**src/rtl/ram_arbiter.sv**
```systemverilog
`default_nettype none
// ============================================================================
// Module   : ram_arbiter
// Purpose  : Two-port (instruction fetch / data load-store) arbiter in front
//            of a single-ported word-wide RAM with combinational read data.
//            Round-robin grant, alignment/range checking, byte-enable stores
//            via read-modify-write, and one-cycle done/err pulses.
// Revision : 1.0 - initial release
// ----------------------------------------------------------------------------
// Parameters
//   MEM_LAST    highest valid byte address of the attached RAM
// Ports
//   clk         system clock, all state changes on its rising edge
//   reset       synchronous active-high reset
//   i_req       instruction fetch request (held until i_done/i_err)
//   i_addr      instruction byte address
//   i_rdata     fetched word, held until the next instruction completion
//   i_done      one-cycle completion pulse for the instruction port
//   i_err       one-cycle error pulse for the instruction port
//   d_req       data request (held until d_done/d_err)
//   d_we        1 = store, 0 = load
//   d_addr      data byte address
//   d_wdata     store data
//   d_be        store byte enables, bit k selects byte k
//   d_rdata     loaded word, held until the next data load completion
//   d_done      one-cycle completion pulse for the data port
//   d_err       one-cycle error pulse for the data port
//   mem_addr    word-aligned RAM address (registered)
//   mem_wdata   RAM write data (registered)
//   mem_read    RAM read strobe (registered)
//   mem_write   RAM write strobe (registered)
//   mem_rdata   combinational read data from the RAM
// ============================================================================
module ram_arbiter #(
  parameter int MEM_LAST = 1000
) (
  input  logic        clk,
  input  logic        reset,
  // instruction port
  input  logic        i_req,
  input  logic [31:0] i_addr,
  output logic [31:0] i_rdata,
  output logic        i_done,
  output logic        i_err,
  // data port
  input  logic        d_req,
  input  logic        d_we,
  input  logic [31:0] d_addr,
  input  logic [31:0] d_wdata,
  input  logic [3:0]  d_be,
  output logic [31:0] d_rdata,
  output logic        d_done,
  output logic        d_err,
  // RAM port
  output logic [31:0] mem_addr,
  output logic [31:0] mem_wdata,
  output logic        mem_read,
  output logic        mem_write,
  input  logic [31:0] mem_rdata
);

  // --------------------------------------------------------------------------
  // State encoding
  // --------------------------------------------------------------------------
  localparam logic [2:0] c_ST_IDLE   = 3'd0;
  localparam logic [2:0] c_ST_RD     = 3'd1;
  localparam logic [2:0] c_ST_RMW_RD = 3'd2;
  localparam logic [2:0] c_ST_RMW_WR = 3'd3;
  localparam logic [2:0] c_ST_WR     = 3'd4;
  localparam logic [2:0] c_ST_RESP   = 3'd5;

  // Range limit widened by one bit so addr+3 cannot wrap around.
  localparam logic [32:0] c_MEM_LAST = 33'(MEM_LAST);

  // --------------------------------------------------------------------------
  // Declarations
  // --------------------------------------------------------------------------
  logic [2:0]  r_state;
  logic [2:0]  w_state_nxt;

  // Latched request context (valid from the grant edge onward)
  logic        r_gnt_d;     // 1 = data port owns the current transaction
  logic        r_last_d;    // 1 = data port was granted last
  logic        r_err;       // current transaction failed its address check
  logic [31:0] r_wdata;
  logic [3:0]  r_be;

  // Arbitration / checking
  logic        w_any_req;
  logic        w_sel_d;
  logic        w_sel_we;
  logic [31:0] w_addr;
  logic [32:0] w_addr_end;
  logic        w_chk_err;

  // Next values of the registered outputs
  logic        w_resp_err;
  logic        w_resp_d;
  logic        w_enter_resp;
  logic        w_mem_read_nxt;
  logic        w_mem_write_nxt;
  logic        w_i_done_nxt;
  logic        w_i_err_nxt;
  logic        w_d_done_nxt;
  logic        w_d_err_nxt;

  // Byte-merged write word for partial stores
  logic [31:0] w_merge;

  // --------------------------------------------------------------------------
  // Arbitration and address check (only meaningful while in IDLE)
  // --------------------------------------------------------------------------
  always_comb begin
    w_any_req  = i_req | d_req;
    // Data wins when it is alone, or on a conflict when it was not last.
    w_sel_d    = d_req & (~i_req | ~r_last_d);
    w_sel_we   = w_sel_d & d_we;
    w_addr     = w_sel_d ? d_addr : i_addr;
    w_addr_end = {1'b0, w_addr} + 33'd3;
    w_chk_err  = (w_addr[1:0] != 2'b00) | (w_addr_end > c_MEM_LAST);
  end

  // --------------------------------------------------------------------------
  // Partial-store merge: new byte where enabled, old RAM byte elsewhere
  // --------------------------------------------------------------------------
  for (genvar gi = 0; gi < 4; gi++) begin : g_merge
    assign w_merge[gi*8 +: 8] = r_be[gi] ? r_wdata[gi*8 +: 8]
                                         : mem_rdata[gi*8 +: 8];
  end

  // --------------------------------------------------------------------------
  // FSM: state register
  // --------------------------------------------------------------------------
  always_ff @(posedge clk) begin
    if (reset) begin
      r_state <= c_ST_IDLE;
    end else begin
      r_state <= w_state_nxt;
    end
  end

  // --------------------------------------------------------------------------
  // FSM: next-state logic
  // --------------------------------------------------------------------------
  always_comb begin
    w_state_nxt = r_state;
    case (r_state)
      c_ST_IDLE: begin
        if (w_any_req) begin
          if (w_chk_err) begin
            w_state_nxt = c_ST_RESP;
          end else if (!w_sel_we) begin
            w_state_nxt = c_ST_RD;
          end else if (d_be == 4'b1111) begin
            w_state_nxt = c_ST_WR;
          end else if (d_be == 4'b0000) begin
            // Store with nothing enabled completes without touching RAM.
            w_state_nxt = c_ST_RESP;
          end else begin
            w_state_nxt = c_ST_RMW_RD;
          end
        end
      end
      c_ST_RD:     w_state_nxt = c_ST_RESP;
      c_ST_RMW_RD: w_state_nxt = c_ST_RMW_WR;
      c_ST_RMW_WR: w_state_nxt = c_ST_RESP;
      c_ST_WR:     w_state_nxt = c_ST_RESP;
      c_ST_RESP:   w_state_nxt = c_ST_IDLE;
      default:     w_state_nxt = c_ST_IDLE;
    endcase
  end

  // --------------------------------------------------------------------------
  // FSM: output logic. Outputs are registered, so this computes the value
  // each output takes in the state being entered.
  // --------------------------------------------------------------------------
  always_comb begin
    // In IDLE the transaction is being granted this cycle, so its owner and
    // error status come straight from arbitration rather than the latches.
    w_resp_err = r_err;
    w_resp_d   = r_gnt_d;
    if (r_state == c_ST_IDLE) begin
      w_resp_err = w_chk_err;
      w_resp_d   = w_sel_d;
    end

    w_enter_resp    = (w_state_nxt == c_ST_RESP);
    w_mem_read_nxt  = (w_state_nxt == c_ST_RD) | (w_state_nxt == c_ST_RMW_RD);
    w_mem_write_nxt = (w_state_nxt == c_ST_WR) | (w_state_nxt == c_ST_RMW_WR);

    w_i_done_nxt = w_enter_resp & ~w_resp_err & ~w_resp_d;
    w_i_err_nxt  = w_enter_resp &  w_resp_err & ~w_resp_d;
    w_d_done_nxt = w_enter_resp & ~w_resp_err &  w_resp_d;
    w_d_err_nxt  = w_enter_resp &  w_resp_err &  w_resp_d;
  end

  // --------------------------------------------------------------------------
  // Datapath and registered outputs
  // --------------------------------------------------------------------------
  always_ff @(posedge clk) begin
    if (reset) begin
      r_gnt_d   <= 1'b0;
      r_last_d  <= 1'b0;   // instruction counts as last, so data wins first
      r_err     <= 1'b0;
      r_wdata   <= 32'd0;
      r_be      <= 4'd0;
      mem_addr  <= 32'd0;
      mem_wdata <= 32'd0;
      mem_read  <= 1'b0;
      mem_write <= 1'b0;
      i_rdata   <= 32'd0;
      d_rdata   <= 32'd0;
      i_done    <= 1'b0;
      i_err     <= 1'b0;
      d_done    <= 1'b0;
      d_err     <= 1'b0;
    end else begin
      mem_read  <= w_mem_read_nxt;
      mem_write <= w_mem_write_nxt;
      i_done    <= w_i_done_nxt;
      i_err     <= w_i_err_nxt;
      d_done    <= w_d_done_nxt;
      d_err     <= w_d_err_nxt;

      // Grant: capture everything needed so later input changes are ignored.
      if ((r_state == c_ST_IDLE) && w_any_req) begin
        r_gnt_d  <= w_sel_d;
        r_last_d <= w_sel_d;
        r_err    <= w_chk_err;
        r_wdata  <= d_wdata;
        r_be     <= d_be;
        mem_addr <= {w_addr[31:2], 2'b00};
        if (w_sel_we) begin
          mem_wdata <= d_wdata;
        end
      end

      // Load data: the RAM read is combinational, capture in the RD cycle.
      if (r_state == c_ST_RD) begin
        if (r_gnt_d) begin
          d_rdata <= mem_rdata;
        end else begin
          i_rdata <= mem_rdata;
        end
      end

      // Old word is available now; present the merged word for RMW_WR.
      if (r_state == c_ST_RMW_RD) begin
        mem_wdata <= w_merge;
      end
    end
  end

endmodule
`default_nettype wire

```
**config.mk**
```make
export PLATFORM = sky130hd
export DESIGN_NAME = ram_arbiter
export DESIGN_NICKNAME = d
export VERILOG_FILES = /design/src/rtl/ram_arbiter.sv
export SDC_FILE = /design/constraint.sdc
export NUM_CORES = 1
export LEC_CHECK = 0
export CAP_MARGIN = 20
export CORE_MARGIN = 4
export CORE_UTILIZATION = 46
export CTS_CLUSTER_DIAMETER = 200
export DETAILED_ROUTE_END_ITERATION = 7
export GPL_TIMING_DRIVEN = 0
export MAX_ROUTING_LAYER = met4
export PLACE_DENSITY = 0.81
export SYNTH_ARGS = -nofsm -noshare
export SYNTH_HDL_FRONTEND = slang
export SYNTH_SLANG_ARGS = --single-unit
export TNS_END_PERCENT = 5
```
**constraint.sdc**
```tcl
create_clock -name clk -period 4.4 [get_ports clk]
set_input_delay 0.88 -clock clk [delete_from_list [all_inputs] [get_ports clk]]
set_output_delay 0.88 -clock clk [all_outputs]
set_load 0.005 [all_outputs]
```
==> results.py <==
metrics = {
    "yosys": {
        "synth.cell_area_um2": 8019,
        "synth.top_cells.by_area": "dfxtp_1 43%, nand2_1 12%, a21oi_1 9.0%",
        "synth_sequential_area_ratio": 0.4319,
        "synth_cell_type_count": 64,
        "synth_edf_count": 0,
        "yosys_register_bits": 173,
        "yosysWarningCount": 0,
        "post-synth-top-area-cell": "dfxtp_1",
        "asyncSetResetFlopFracSynth": 0,
        "synth_flop_cell": "dfxtp_1",
        "netlist_instances": 1038,
        "synth.avg_cell_area_um2": 7.725,
        "synth_largest_type_area_fraction": 0.4319,
    },
    "die": {
        "design.core.area_um2": 17180,
        "top_level_ports": 271,
        "die_width_um": 140.0,
        "initial_core_util": 0.4669,
        "rows": 48,
        "chipHeight_um": 140.0,
        "die_area_um2": 19610,
    },
    "timing": {
        "final_sum_of_negative_setup_slack_ps": 0,
        "grt_setup_unrepaired": "false",
        "period_needed_ps": 4075,
        "finalMaxSlewViolations": 0,
        "hold_viol_final": 0,
        "setup_viol": 0,
        "max-slew-margin-rel": 0.3266,
        "clock_skew_ps": 9.552,
        "finalHoldWorstSlack_ps": 455.0,
        "final_min_period_over_clock_period": 0.9261,
        "max_freq_mhz": 245.4,
        "max_slew.worst_pin.slew_ps": 1002,
    },
    "route": {
        "wl_per_cell_um": 18.85,
        "firstDrtPassIters": 5,
        "drt-initial-drc-count": 791,
        "route.detailed.drc": 0,
        "finalWirelength_um": 29460,
        "vias": 8968,
        "vias_per_cell": 5.738,
        "ant_nets": 0,
    },
    "power_and_ir_drop": {
        "worst_ir_drop_vdd_mv": 0.3339,
        "power.density_nw_per_um2": 400.1,
        "power.static_leakage_uw": 0.004129,
    },
    "run_status": {
        "outcome": "finished, final reports clean",
    },
    "clock_network": {
        "clk_pin_slew_worst_paths_ps": 70,
        "cts_hold_buf": 0,
        "cts_resized": 0,
        "postCtsSetupRepairBufs": 0,
        "clkLatencyLatePin_ps": 440,
        "ctsRootBufferMaster": "clkbuf_16",
        "htreeDepth": 4,
        "numClockSinks": 173,
        "cts_tree": "done",
        "clk_path_buf_depth": 2,
        "cts_buffers": 17,
    },
    "placement": {
        "count_of_buffers_inserted_at_the_top_level_ports": 267,
        "place_hpwl_um": 22340,
        "finalWeightedCongestion": 0.9393,
    },
    "layout": {
        "layout_common_cells": "267 x clkdlybuf4s50_1, 258 x nand2_1, 173 x dfxtp_1, 145 x a21oi_1, 122 x nor2_1",
        "final_net_count": 1462,
        "final_layout_size_suffix_gt1_frac": 0.04260,
        "antenna_cells": 0,
        "area_growth_pct": 44.95,
        "final_common_cell": "clkdlybuf4s50_1",
    },
    "worst_setup_path": {
        "timing.setup.critical_path_class": "input port to register",
        "endpoint_kind": "register",
        "critical_path_peak_fanout": 10,
        "start_kind": "input port",
        "timing.critical_path.required_ps": 4710,
        "timing.critical_path.arrival_ps": 4390,
    },
    "grt": {
        "grt_antenna_before_repair": 0,
        "grt_max_degree": 18,
        "grt_pass1_wl_um": 45150,
        "globalRoute.totalOverflow": 0,
        "global_route.usage.total": 0.2953,
        "vias_in_the_first_global_route": 8492,
    },
    "min_path": {
        "min_path_type": "register to register",
    },
    "flow_run": {
        "max_cap_viol_count": 0,
    },
}
==> cell type report <==
cell class                 count  area [um2]
inverter                       3       11.26
fill                        1517        5553
tap                          225       281.5
clock inverter                14       207.7
multi-input combinational    784        4208
buffer                        79       340.3
sequential                   173        3463
timing repair buffer         267        2673
clock buffer                  18       439.2
==> registers in the layout, summed over array words and instances (netlist names) <==
name       flops
d_rdata       32
i_rdata       32
mem_wdata     32
r_wdata       32
mem_addr      30
r_be           4
r_state        3
d_done         1
d_err          1
i_done         1
i_err          1
mem_read       1
mem_write      1
r_err          1
r_last_d       1
==> worst paths after layout <==
check	start	end	slack, ps	depth (start not counted)
max	d_req	mem_read	330	12
min	d_rdata[10]	d_rdata[10]	460	2
max reg2reg	r_last_d	mem_read	960	12
min reg2reg	d_rdata[10]	d_rdata[10]	460	2
==> synth_stat cells, drive strengths merged, types with 2 or more instances <==
master	instances
a311oi	17
o211ai	4
o32a	2
or3	2
o31ai	2
nor2	123
dfxtp	173
nand4	10
or2	2
and4	2
a211oi	49
o21a	2
a21oi	145
a2111oi	2
a21boi	3
a21o	2
inv	3
and2	5
xor2	4
or4	3
nand3b	2
nand3	16
nand2	258
a31oi	8
a32oi	2
nor3	16
buf	16
nor3b	2
nor4	7
mux2i	50
xnor2	2
clkbuf	63
and3	9
a41oi	3
o311ai	3
o21ai	10
==> critical path, stage by stage <==
cell	delay [ps]
clkdlybuf4s50_1	560
a21boi_4	400
buf_6	210
mux2i_1	300
a21boi_1	200
mux2i_1	90
o31ai_1	320
o211ai_1	150
or4_4	580
nor2_8	180
a31oi_1	150
a2111oi_2	360
==> power by group <==
| group | total, uW | internal [uW] | switching, uW |
|---|---|---|---|
| Clock | 1630 | 932 | 695 |
| Combinational | 1190 | 548 | 643 |
| Sequential | 1830 | 1740 | 94.4 |
==> kinds of logic after synthesis <==
logic type | synth area share
AOI/OAI and AO/OA | 0.2086
and+or+nand+nor | 0.2462
other | 0.0004676
xor gates and xnor gates | 0.006553
buffers and inverters | 0.04384
DFF | 0.4319
muxes | 0.06241
==> per-stage QoR <==
stage,setup WS (ps),total power (uW),instance area [um2],cells,utilization
finish,325.2,4651,11620,1563,0.6767
floorplan,1082,2422,8023,1039,-
global placement,-37.45,3009,10980,1531,0.6391
CTS,366.6,4639,11620,1563,0.6767
global route,148.8,4843,11620,1563,0.6767
detailed placement,-49.63,3031,10980,1531,0.6391
==> per-layer routing <==
metal | GRT usage | part of all wire
met3 | 0.05224 | 0.074
met5 | - | 0
met2 | 0.4761 | 0.47
met4 | 0.1203 | 0.038
met1 | 0.3681 | 0.42
No activity file was read; power rests on OpenSTA's default activity.
